$ cat src/rtl/crc_frame_if.sv
// crc_frame_if: beat input and result handshake bundle for crc_frame_ctrl.
interface crc_frame_if #(
    parameter int DW = 8,
    parameter int CW = 16,
    parameter int LW = 16
);
    logic          In_Vld_i;
    logic          In_Rdy_o;
    logic [DW-1:0] Dat_i;
    logic          Sop_i;
    logic          Eop_i;
    logic          Chk_En_i;
    logic [CW-1:0] Ref_Crc_i;
    logic          Res_Vld_o;
    logic          Res_Rdy_i;
    logic [CW-1:0] Crc_o;
    logic          Err_o;
    logic [LW-1:0] Len_o;
    logic          Abort_o;

    modport master (
        output In_Vld_i, Dat_i, Sop_i, Eop_i, Chk_En_i, Ref_Crc_i, Res_Rdy_i,
        input  In_Rdy_o, Res_Vld_o, Crc_o, Err_o, Len_o, Abort_o
    );

    modport slave (
        input  In_Vld_i, Dat_i, Sop_i, Eop_i, Chk_En_i, Ref_Crc_i, Res_Rdy_i,
        output In_Rdy_o, Res_Vld_o, Crc_o, Err_o, Len_o, Abort_o
    );
endinterface

$ cat src/rtl/crc_frame_ctrl.sv
// crc_frame_ctrl: chains an MSB-first CRC over a multi-beat frame and returns
// the final CRC, beat count and optional check result on a result handshake.
module crc_frame_ctrl #(
    parameter int                DW      = 8,
    parameter int                CW      = 16,
    parameter logic [CW:0]       CP      = 17'h18005,
    parameter logic [CW-1:0]     INIT    = 16'h0000,
    parameter logic [CW-1:0]     XOR_OUT = 16'h0000,
    parameter int                LW      = 16
) (
    input  logic       Clk_i,
    input  logic       Rst_n_i,
    crc_frame_if.slave bus
);
    typedef enum logic [1:0] {IDLE, BUSY, DONE} state_t;

    state_t        r_state, w_state_nxt;
    logic [CW-1:0] r_crc, r_crc_o;
    logic [LW-1:0] r_cnt, r_len;
    logic          r_err, r_abort;
    logic          w_acc, w_take, w_fin;
    logic [CW-1:0] w_seed, w_step, w_res;
    logic [LW-1:0] w_cnt_nxt;

    // Bit-serial long division unrolled over one beat; works for any DW/CW ratio.
    function automatic logic [CW-1:0] crc_step(input logic [CW-1:0] s, input logic [DW-1:0] d);
        logic [CW-1:0] c;
        c = s;
        for (int i = DW - 1; i >= 0; i--)
            c = {c[CW-2:0], 1'b0} ^ ({CW{c[CW-1] ^ d[i]}} & CP[CW-1:0]);
        return c;
    endfunction

    assign bus.In_Rdy_o  = (r_state != DONE);
    assign bus.Res_Vld_o = (r_state == DONE);
    assign bus.Crc_o     = r_crc_o;
    assign bus.Err_o     = r_err;
    assign bus.Len_o     = r_len;
    assign bus.Abort_o   = r_abort;

    assign w_acc     = bus.In_Vld_i & bus.In_Rdy_o;
    // In IDLE only a Sop beat starts a frame; anything else is dropped.
    assign w_take    = w_acc & (bus.Sop_i | (r_state == BUSY));
    assign w_fin     = w_take & bus.Eop_i;
    assign w_seed    = bus.Sop_i ? INIT : r_crc;
    assign w_step    = crc_step(w_seed, bus.Dat_i);
    assign w_res     = w_step ^ XOR_OUT;
    assign w_cnt_nxt = bus.Sop_i ? LW'(1) : (&r_cnt ? r_cnt : r_cnt + LW'(1));

    always_comb begin
        w_state_nxt = r_state;
        if (r_state == DONE)
            w_state_nxt = bus.Res_Rdy_i ? IDLE : DONE;
        else if (w_take)
            w_state_nxt = bus.Eop_i ? DONE : BUSY;
    end

    always_ff @(posedge Clk_i or negedge Rst_n_i) begin
        if (!Rst_n_i) begin
            r_state <= IDLE;
            r_crc   <= INIT;
            r_cnt   <= '0;
            r_crc_o <= '0;
            r_err   <= 1'b0;
            r_len   <= '0;
            r_abort <= 1'b0;
        end else begin
            r_state <= w_state_nxt;
            r_abort <= w_take & bus.Sop_i & (r_state == BUSY);
            if (w_take) begin
                r_crc <= w_step;
                r_cnt <= w_cnt_nxt;
            end
            if (w_fin) begin
                r_crc_o <= w_res;
                r_err   <= bus.Chk_En_i & (w_res != bus.Ref_Crc_i);
                r_len   <= w_cnt_nxt;
            end
        end
    end
endmodule

$ cat src/flat_wrapper.sv
// flat-port wrapper written by rule: the top's interface ports become plain ports
module crc_frame_ctrl_flat 
#(
    parameter int                DW      = 8,
    parameter int                CW      = 16,
    parameter logic [CW:0]       CP      = 17'h18005,
    parameter logic [CW-1:0]     INIT    = 16'h0000,
    parameter logic [CW-1:0]     XOR_OUT = 16'h0000,
    parameter int                LW      = 16
)
  (Clk_i, Rst_n_i, bus_In_Vld_i, bus_Dat_i, bus_Sop_i, bus_Eop_i, bus_Chk_En_i, bus_Ref_Crc_i, bus_Res_Rdy_i, bus_In_Rdy_o, bus_Res_Vld_o, bus_Crc_o, bus_Err_o, bus_Len_o, bus_Abort_o);
  crc_frame_if #(.DW(DW), .CW(CW), .LW(LW)) bus_i ();
  input  logic Clk_i;
  input  logic Rst_n_i;
  input wire logic [$bits(bus_i.In_Vld_i)-1:0] bus_In_Vld_i;
  input wire logic [$bits(bus_i.Dat_i)-1:0] bus_Dat_i;
  input wire logic [$bits(bus_i.Sop_i)-1:0] bus_Sop_i;
  input wire logic [$bits(bus_i.Eop_i)-1:0] bus_Eop_i;
  input wire logic [$bits(bus_i.Chk_En_i)-1:0] bus_Chk_En_i;
  input wire logic [$bits(bus_i.Ref_Crc_i)-1:0] bus_Ref_Crc_i;
  input wire logic [$bits(bus_i.Res_Rdy_i)-1:0] bus_Res_Rdy_i;
  output wire logic [$bits(bus_i.In_Rdy_o)-1:0] bus_In_Rdy_o;
  output wire logic [$bits(bus_i.Res_Vld_o)-1:0] bus_Res_Vld_o;
  output wire logic [$bits(bus_i.Crc_o)-1:0] bus_Crc_o;
  output wire logic [$bits(bus_i.Err_o)-1:0] bus_Err_o;
  output wire logic [$bits(bus_i.Len_o)-1:0] bus_Len_o;
  output wire logic [$bits(bus_i.Abort_o)-1:0] bus_Abort_o;
  assign bus_i.In_Vld_i = bus_In_Vld_i;
  assign bus_i.Dat_i = bus_Dat_i;
  assign bus_i.Sop_i = bus_Sop_i;
  assign bus_i.Eop_i = bus_Eop_i;
  assign bus_i.Chk_En_i = bus_Chk_En_i;
  assign bus_i.Ref_Crc_i = bus_Ref_Crc_i;
  assign bus_i.Res_Rdy_i = bus_Res_Rdy_i;
  assign bus_In_Rdy_o = bus_i.In_Rdy_o;
  assign bus_Res_Vld_o = bus_i.Res_Vld_o;
  assign bus_Crc_o = bus_i.Crc_o;
  assign bus_Err_o = bus_i.Err_o;
  assign bus_Len_o = bus_i.Len_o;
  assign bus_Abort_o = bus_i.Abort_o;
  crc_frame_ctrl #(.DW(DW), .CW(CW), .CP(CP), .INIT(INIT), .XOR_OUT(XOR_OUT), .LW(LW)) u_core (.Clk_i(Clk_i), .Rst_n_i(Rst_n_i), .bus(bus_i));
endmodule
$ cat config.mk
export PLATFORM = sky130hd
export DESIGN_NAME = crc_frame_ctrl_flat
export DESIGN_NICKNAME = d
export VERILOG_FILES = /design/src/rtl/crc_frame_if.sv /design/src/rtl/crc_frame_ctrl.sv /design/src/flat_wrapper.sv
export SDC_FILE = /design/constraint.sdc
export NUM_CORES = 1
export LEC_CHECK = 0
export CAP_MARGIN = 0
export CORE_MARGIN = 2
export CORE_UTILIZATION = 25
export CTS_BUF_LIST = sky130_fd_sc_hd__clkbuf_8
export CTS_CLUSTER_DIAMETER = 30
export DETAILED_ROUTE_END_ITERATION = 12
export PLACE_DENSITY = 0.52
export SYNTH_ARGS = -nofsm -noshare
export SYNTH_HDL_FRONTEND = slang
export SYNTH_SLANG_ARGS = --single-unit
$ cat constraint.sdc
create_clock -name Clk_i -period 6.1 [get_ports Clk_i]
set_input_delay 1.22 -clock Clk_i [delete_from_list [all_inputs] [get_ports Clk_i]]
set_output_delay 1.22 -clock Clk_i [all_outputs]
set_load 0.05 [all_outputs]
==> impl_results.md, run 1 <==
* CTS tree: yes
* Mux cell area share after synthesis at 5.69%
* WL per Instance at 14.2 um
* Area growth, synth to finish at 27.8%
* Total GRT Usage at 11.9%
* HP Class: reg2reg
* Setup tns final at 0 ns
* Full die area at 0.0166 mm2
* Number of global-route vias before repair at 2992
* Post-synthesis cell type with the largest combined area: dfrtp_1
* Arrival @ worst endpoint at 4.10 ns
* Final hold violations at 0
* RSZ-0062 raised after global routing: no
* Die Y at 129 um
* Critical Path RT at 6.33 ns
* Post-Synth Adder-Cell Area at 0.579%
* Crit path largest cell delay at 0.51 ns
* Syn nets at 451
* Fraction of layout cells with a size suffix above 1 at 7.87%
* Leak pwr at 2.05 nW
* Synth warn at 0
* Port bufs at 66
* Rel. slew slack at 40.5%
* CP cell instances: clkdlybuf4s50_1, buf_4, and2b_4, xnor2_1, xnor3_2, xnor3_2, xor2_1, a2111oi_2, a21oi_1
* Crit. End Element: flop
* Htree depth at 3
* Mapped Area at 0.00389 mm2
* Synth Register Bits at 68
* Routed WL at 9.56 mm
* Crit path max fanout at 47
* Initial DRC count at 285
* Avg Cell Area, Syn at 9.29 um2
* Slew @ Worst Pin at 0.892 ns
* GRT overflow at 0
* Post-CTS setup buffer count at 0
* Num CTS Buffers at 9
* Root Buffer: clkbuf_8
* Largest net degree at the start of global routing at 69
* Boundary Pins at 67
* Rows at 45
* Initial Utilization at 25.6%
* Antenna viol nets, final at 0
* Die W at 129 um
* Antenna Diode Count at 0
* Highest Clock Rate at 0.259 GHz
* DRT Pass-1 Iters at 4
* Gate Count Post-Synth at 419
* Detailed-route via count at 3096
* Initial antenna violation count at 0
* Pwr dens at 486 mW/mm2
* Hold-fix buffers at CTS at 0
* Worst Skew at 0.00587 ns
* Clock-pin slew on the worst setup and hold paths at 0.08 ns
* Share of the yosys chip area belonging to registers at 43.7%
* Type of origin of the critical path: primary input
* Shortest period the worst path allows at 3.86 ns
* Status: completed
* Simple-gate share of the synthesized area at 18.9%
* Post-cts sizing count at 0
* Fillers at 1567
* CP bufs+invs at 2
* Core area at 0.0152 mm2
* Synth area leaders: dfrtp_1, xnor2_1, nand2_1, o21ai_0, nor2_1
* DRC at 0
* Yosys cell types at 45
* Largest delay contributor family on the critical path: XOR/XNOR gates
* Routability Congestion at 0.846
* Slew Viols, Final at 0
* PnR worst setup slack at 2.24 ns
* Final period util at 63.3%
* Final setup violating endpoints at 0
* Compound-Gate Fraction of Synth Area at 10.8%
* XOR/XNOR Fraction of Synth Area at 17.6%
* Share of the synthesized area in the top cell type at 43.7%
* Largest family of logic cells by synthesized area: simple AND/OR/NAND/NOR gates
* Critical Path Most Common Cell: xnor3_2
* Clock Sinks at 68
* VDD IR max at 0.000111 V
* Clk buf depth at 2
* DR vias/cell at 4.61
* CP max-delay cell: xnor3_2
* HPWL Detailed at 6.79 mm
* Global-route wire length before repair at 15.4 mm
* Dpl ws at 1.85 ns
* Nets at 511
* Max-cap violations at 0
* Worst skew pair latency at 0.35 ns
* CP Class: in2reg
-- cell usage after synthesis, drive strengths merged --
master / count
a2111oi: 1
a21oi: 12
a22o: 2
a22oi: 1
a31oi: 5
and2: 2
and2b: 1
and3: 2
and4: 2
buf: 7
clkbuf: 15
dfrtp: 68
ha: 1
inv: 6
maj3: 1
mux2: 9
mux2i: 12
nand2: 80
nand2b: 2
nand3: 10
nand4: 4
nand4b: 1
nor2: 38
nor2b: 5
nor3: 10
nor3b: 2
nor4: 1
nor4bb: 2
o21a: 1
o21ai: 37
o22a: 1
o22ai: 3
o31ai: 7
o32ai: 2
or2: 1
or4: 1
xnor2: 44
xnor3: 6
xor2: 12
xor3: 2
-- power breakdown --
group	total [mW]	internal, mW	switching, mW
clock network	0.454	0.270	0.184
logic	1.22	0.515	0.700
registers	0.750	0.601	0.149
-- placed cells by master, fill, tap and decap left out, types with 3 or more instances in the layout --
cell type	count
inv_1	4
nor3_1	10
buf_4	5
clkbuf_8	9
nand4_1	4
clkdlybuf4s50_1	65
a21oi_1	12
o21ai_1	4
o22ai_1	3
dfrtp_1	68
xnor3_1	4
nor2_1	38
mux2i_1	12
o31ai_1	7
nand2_1	80
bufinv_16	3
o21ai_0	33
nand3_1	10
nor2b_1	5
mux2_2	9
xnor2_1	43
xor2_1	12
a31oi_1	5
-- tightest hold or removal path: stages (launching register included) --
cell     delay [ns]
dfrtp_1        0.34
nand2_1        0.05
o31ai_1        0.06
-- registers in the layout (all words and copies together), names as in the netlist --
| register | flops |
|---|---|
| u_core.bus.Abort_o | 1 |
| u_core.r_crc | 16 |
| u_core.bus.Crc_o | 16 |
| u_core.r_cnt | 16 |
| u_core.r_state | 2 |
| u_core.bus.Len_o | 16 |
| u_core.bus.Err_o | 1 |
-- worst paths after layout --
path | start | end | slack, ns | cells after the start
max reg2reg | u_core.r_cnt[0] | u_core.r_cnt[7] | 3.51 | 8
min in group asynchronous | Rst_n_i | u_core.bus.Len_o[7] | 1.06 | 2
max in group asynchronous | Rst_n_i | u_core.r_cnt[12] | 4.45 | 2
max | bus_Sop_i | u_core.bus.Err_o | 2.24 | 9
min reg2reg | u_core.bus.Len_o[8] | u_core.bus.Len_o[8] | 0.49 | 2
min | u_core.bus.Len_o[8] | u_core.bus.Len_o[8] | 0.49 | 2
-- per-stage QoR --
stage | std cells | util [%] | hold slack [ns] | total power [mW] | cell area [um2]
after floorplan | 419 | - | 0.450 | 1.63 | 3890
after global routing | 671 | 32.7 | 0.509 | 2.58 | 4970
after detailed placement | 656 | 31.2 | 0.473 | 1.98 | 4740
final | 671 | 32.7 | 0.485 | 2.42 | 4970
after CTS | 671 | 32.7 | 0.491 | 2.44 | 4970
after global placement | 656 | 31.2 | 0.465 | 1.96 | 4740
-- final cells by class --
class / count / area [um2] / area share (%)
repair buffers: 71 / 693 / 13.9
flip-flops and latches: 68 / 1700 / 34.2
clock inverters: 6 / 114 / 2.29
clock buffers: 9 / 124 / 2.49
multi-input cells: 323 / 2080 / 41.9
well taps: 188 / 235 / 4.73
inverters: 6 / 22.5 / 0.453
-- metal layers --
| metal | vias to the layer above | track usage [%] | wire length (um) |
|---|---|---|---|
| met1 | 1475 | 15.9 | 4490 |
| met2 | 67 | 18.6 | 4370 |
| met5 | - | 0 | 0 |
| li1 | 1543 | - | - |
| met4 | 0 | 5.18 | 171 |
| met3 | 11 | 2.66 | 525 |
-- cells by family (layout without fill, tap and decap cells) --
group           Yosys count  count (layout)
simple gates            164             164
compound gates           72              72
flops                    68              68
xor+xnor                 64              64
buf+inv                  28              92
mux                      21              21
fa+ha+maj                 2               2
Note: power is estimated with default switching activity, not from simulation.
==> run 2: changes to the inputs <==
--- a/config.mk
+++ b/config.mk
@@ -11,7 +11,7 @@
 export CTS_BUF_LIST = sky130_fd_sc_hd__clkbuf_8
 export CTS_CLUSTER_DIAMETER = 30
 export DETAILED_ROUTE_END_ITERATION = 12
-export PLACE_DENSITY = 0.52
+export PLACE_DENSITY = 0.53
 export SYNTH_ARGS = -nofsm -noshare
 export SYNTH_HDL_FRONTEND = slang
 export SYNTH_SLANG_ARGS = --single-unit
==> constraint.sdc (replaced) <==
create_clock -name Clk_i -period 3.09 [get_ports Clk_i]
set_input_delay 0.618 -clock Clk_i [delete_from_list [all_inputs] [get_ports Clk_i]]
set_output_delay 0.618 -clock Clk_i [all_outputs]
set_load 0.05 [all_outputs]
==> impl_results.md, run 2 (same netlist as run 1, synthesis figures left out) <==
* Core area at 0.0152 mm2 (unchanged)
* HPWL Detailed at 7.38 mm (+8.6%)
* Final hold violations at 0 (unchanged)
* CP cell instances: clkdlybuf4s50_1, and2b_4, xnor2_1, xnor3_2, xnor3_2, buf_4, xnor2_1, mux2_2
* Area growth, synth to finish at 30.5%
* Boundary Pins at 67 (unchanged)
* Total GRT Usage at 12.4% (+0.49 points)
* Initial antenna violation count at 0 (unchanged)
* Max-cap violations at 0 (unchanged)
* CP Class: in2reg
* Area after detailed placement at 0.00488 mm2 (+3.0%)
* Dpl cells at 673 (+2.6%)
* Reg2reg start: u_core.r_cnt[0]
* Dpl ws at 0.0644 ns (-1.79 ns)
* Root Buffer: clkbuf_8
* Fillers at 1545 (-1.4%)
* Initial Utilization at 25.6% (unchanged)
* Post-CTS setup buffer count at 0 (unchanged)
* Leak pwr at 2.12 nW (+3.5%)
* Pwr dens at 936 mW/mm2 (+93%)
* Crit. End Element: flop
* Hold-fix buffers at CTS at 0 (unchanged)
* Htree depth at 3 (unchanged)
* Most frequent cells in the layout: nand2_1, dfrtp_1, clkdlybuf4s50_1, xnor2_1, nor2_1
* HP Class: in2async
* Largest delay contributor family on the critical path: XOR/XNOR gates
* DRT Pass-1 Iters at 4 (unchanged)
* Slew Viols, Final at 0 (unchanged)
* CP max-delay cell: clkdlybuf4s50_1
* Antenna Diode Count at 0 (unchanged)
* DR vias/cell at 4.56 (-1.1%)
* Worst Skew at 0.0123 ns (+0.00641 ns)
* Crit path largest cell delay at 0.47 ns (-0.04 ns)
* Setup tns final at 0 ns (unchanged)
* CP bufs+invs at 2 (unchanged)
* VDD IR max at 0.000327 V (+200%)
* Post-route design area at 0.00508 mm2 (+2.1%)
* Detailed-route via count at 3145 (+1.6%)
* Number of global-route vias before repair at 3111 (+4.0%)
* Post-cts sizing count at 0 (unchanged)
* Shortest period the worst path allows at 2.66 ns
* Routed WL at 9.93 mm (+3.9%)
* Final core utilization at 33.4% (+0.70 points)
* Num CTS Buffers at 9 (unchanged)
* PnR worst setup slack at 0.434 ns (-1.80 ns)
* CTS tree: yes
* Final period util at 86.0%
* Final Non-Filler Cells at 689 (+2.7%)
* DRC at 0 (unchanged)
* Port bufs at 66 (unchanged)
* Clock-pin slew on the worst setup and hold paths at 0.09 ns (about the same)
* Multi-input logic area at 0.00208 mm2 (unchanged)
* Worst skew pair latency at 0.35 ns (about the same)
* Arrival @ worst endpoint at 2.90 ns (-1.20 ns)
* Worst Setup SP: bus_Sop_i
* Fraction of layout cells with a size suffix above 1 at 11.2% (+3.3 points)
* Status: completed
* Full die area at 0.0166 mm2 (unchanged)
* Clock Sinks at 68 (unchanged)
* Clk buf depth at 2 (unchanged)
* Most common cell after layout, fill and taps aside: nand2_1
* Register Area at 0.00170 mm2 (unchanged)
* Rel. slew slack at 54.3% (+14 points)
* Highest Clock Rate at 0.377 GHz
* GRT overflow at 0 (unchanged)
* Slew @ Worst Pin at 0.686 ns (-0.207 ns)
* Antenna viol nets, final at 0 (unchanged)
* Critical Path RT at 3.34 ns (-2.99 ns)
* Initial DRC count at 302 (+6.0%)
* Routability Congestion at 0.802 (-5.3%)
* Crit path max fanout at 6 (-87%)
* Nets at 528 (+3.3%)
* RSZ-0062 raised after global routing: no
* Final setup violating endpoints at 0 (unchanged)
* Die Y at 129 um (unchanged)
* Largest net degree at the start of global routing at 35 (-49%)
* Type of origin of the critical path: primary input
* Die W at 129 um (unchanged)
* Rows at 45 (unchanged)
* WL per Instance at 14.4 um (+1.2%)
* Global-route wire length before repair at 16.2 mm (+4.7%)
run 2: cell count changes in the layout (fill, tap and decap cells not counted), sizes merged:
cell,before,now
buf,6,23
inv,6,10
bufinv,3,1
clkinv,1,0
run 2: layout make-up:
type,count,share of cell area (%)
flip-flops and latches,68,33.5
well taps,188,4.63
multi-input cells,323,41.0
inverters,6,0.443
clock buffers,9,2.44
clock inverters,7,1.58
repair buffers,88,16.4
run 2: path summary, 6_finish.rpt:
| path | slack [ns] | to | cells past startpoint |
|---|---|---|---|
| setup / recovery | 0.43 | u_core.bus.Crc_o[15] | 8 |
| hold / removal | 0.30 | u_core.r_cnt[10] | 1 |
| setup reg to reg | 0.57 | u_core.bus.Len_o[8] | 7 |
| hold reg to reg | 0.48 | u_core.bus.Len_o[3] | 2 |
| max in group asynchronous | 2.17 | u_core.bus.Len_o[12] | 2 |
| min in group Clk_i | 0.48 | u_core.bus.Len_o[3] | 2 |
run 2: where the power goes:
group          switching, mW  leakage [nW]  internal (mW)  total (mW)
logic                   1.40          1.15           1.10        2.50
registers              0.303         0.873           1.19        1.49
clock network          0.388        0.0973          0.384       0.772
total                   2.09          2.12           2.67        4.76
run 2: through the flow:
stage               hold slack, ns  power (mW)
finish                       0.300        4.76
global route                 0.345        5.07
detailed placement           0.467        4.02
global placement             0.464        3.97
floorplan                    0.322        3.22
CTS                          0.305        4.81
run 2: layer usage:
metal	up-vias	routed length (um)	GRT usage, %
met3	10	367	2.74
met5	-	0	0
met4	0	133	3.96
li1	1579	-	-
met2	51	4460	19.0
met1	1505	4960	17.4
run 2: worst register-to-register path, stage by stage, from the launching register on:
cell and delay (ns):
dfrtp_1 0.48, ha_1 0.30, nand3_1 0.11, nor4_2 0.43, nor2b_1 0.53, nor3_1 0.18, xnor2_1 0.19, o31ai_1 0.20
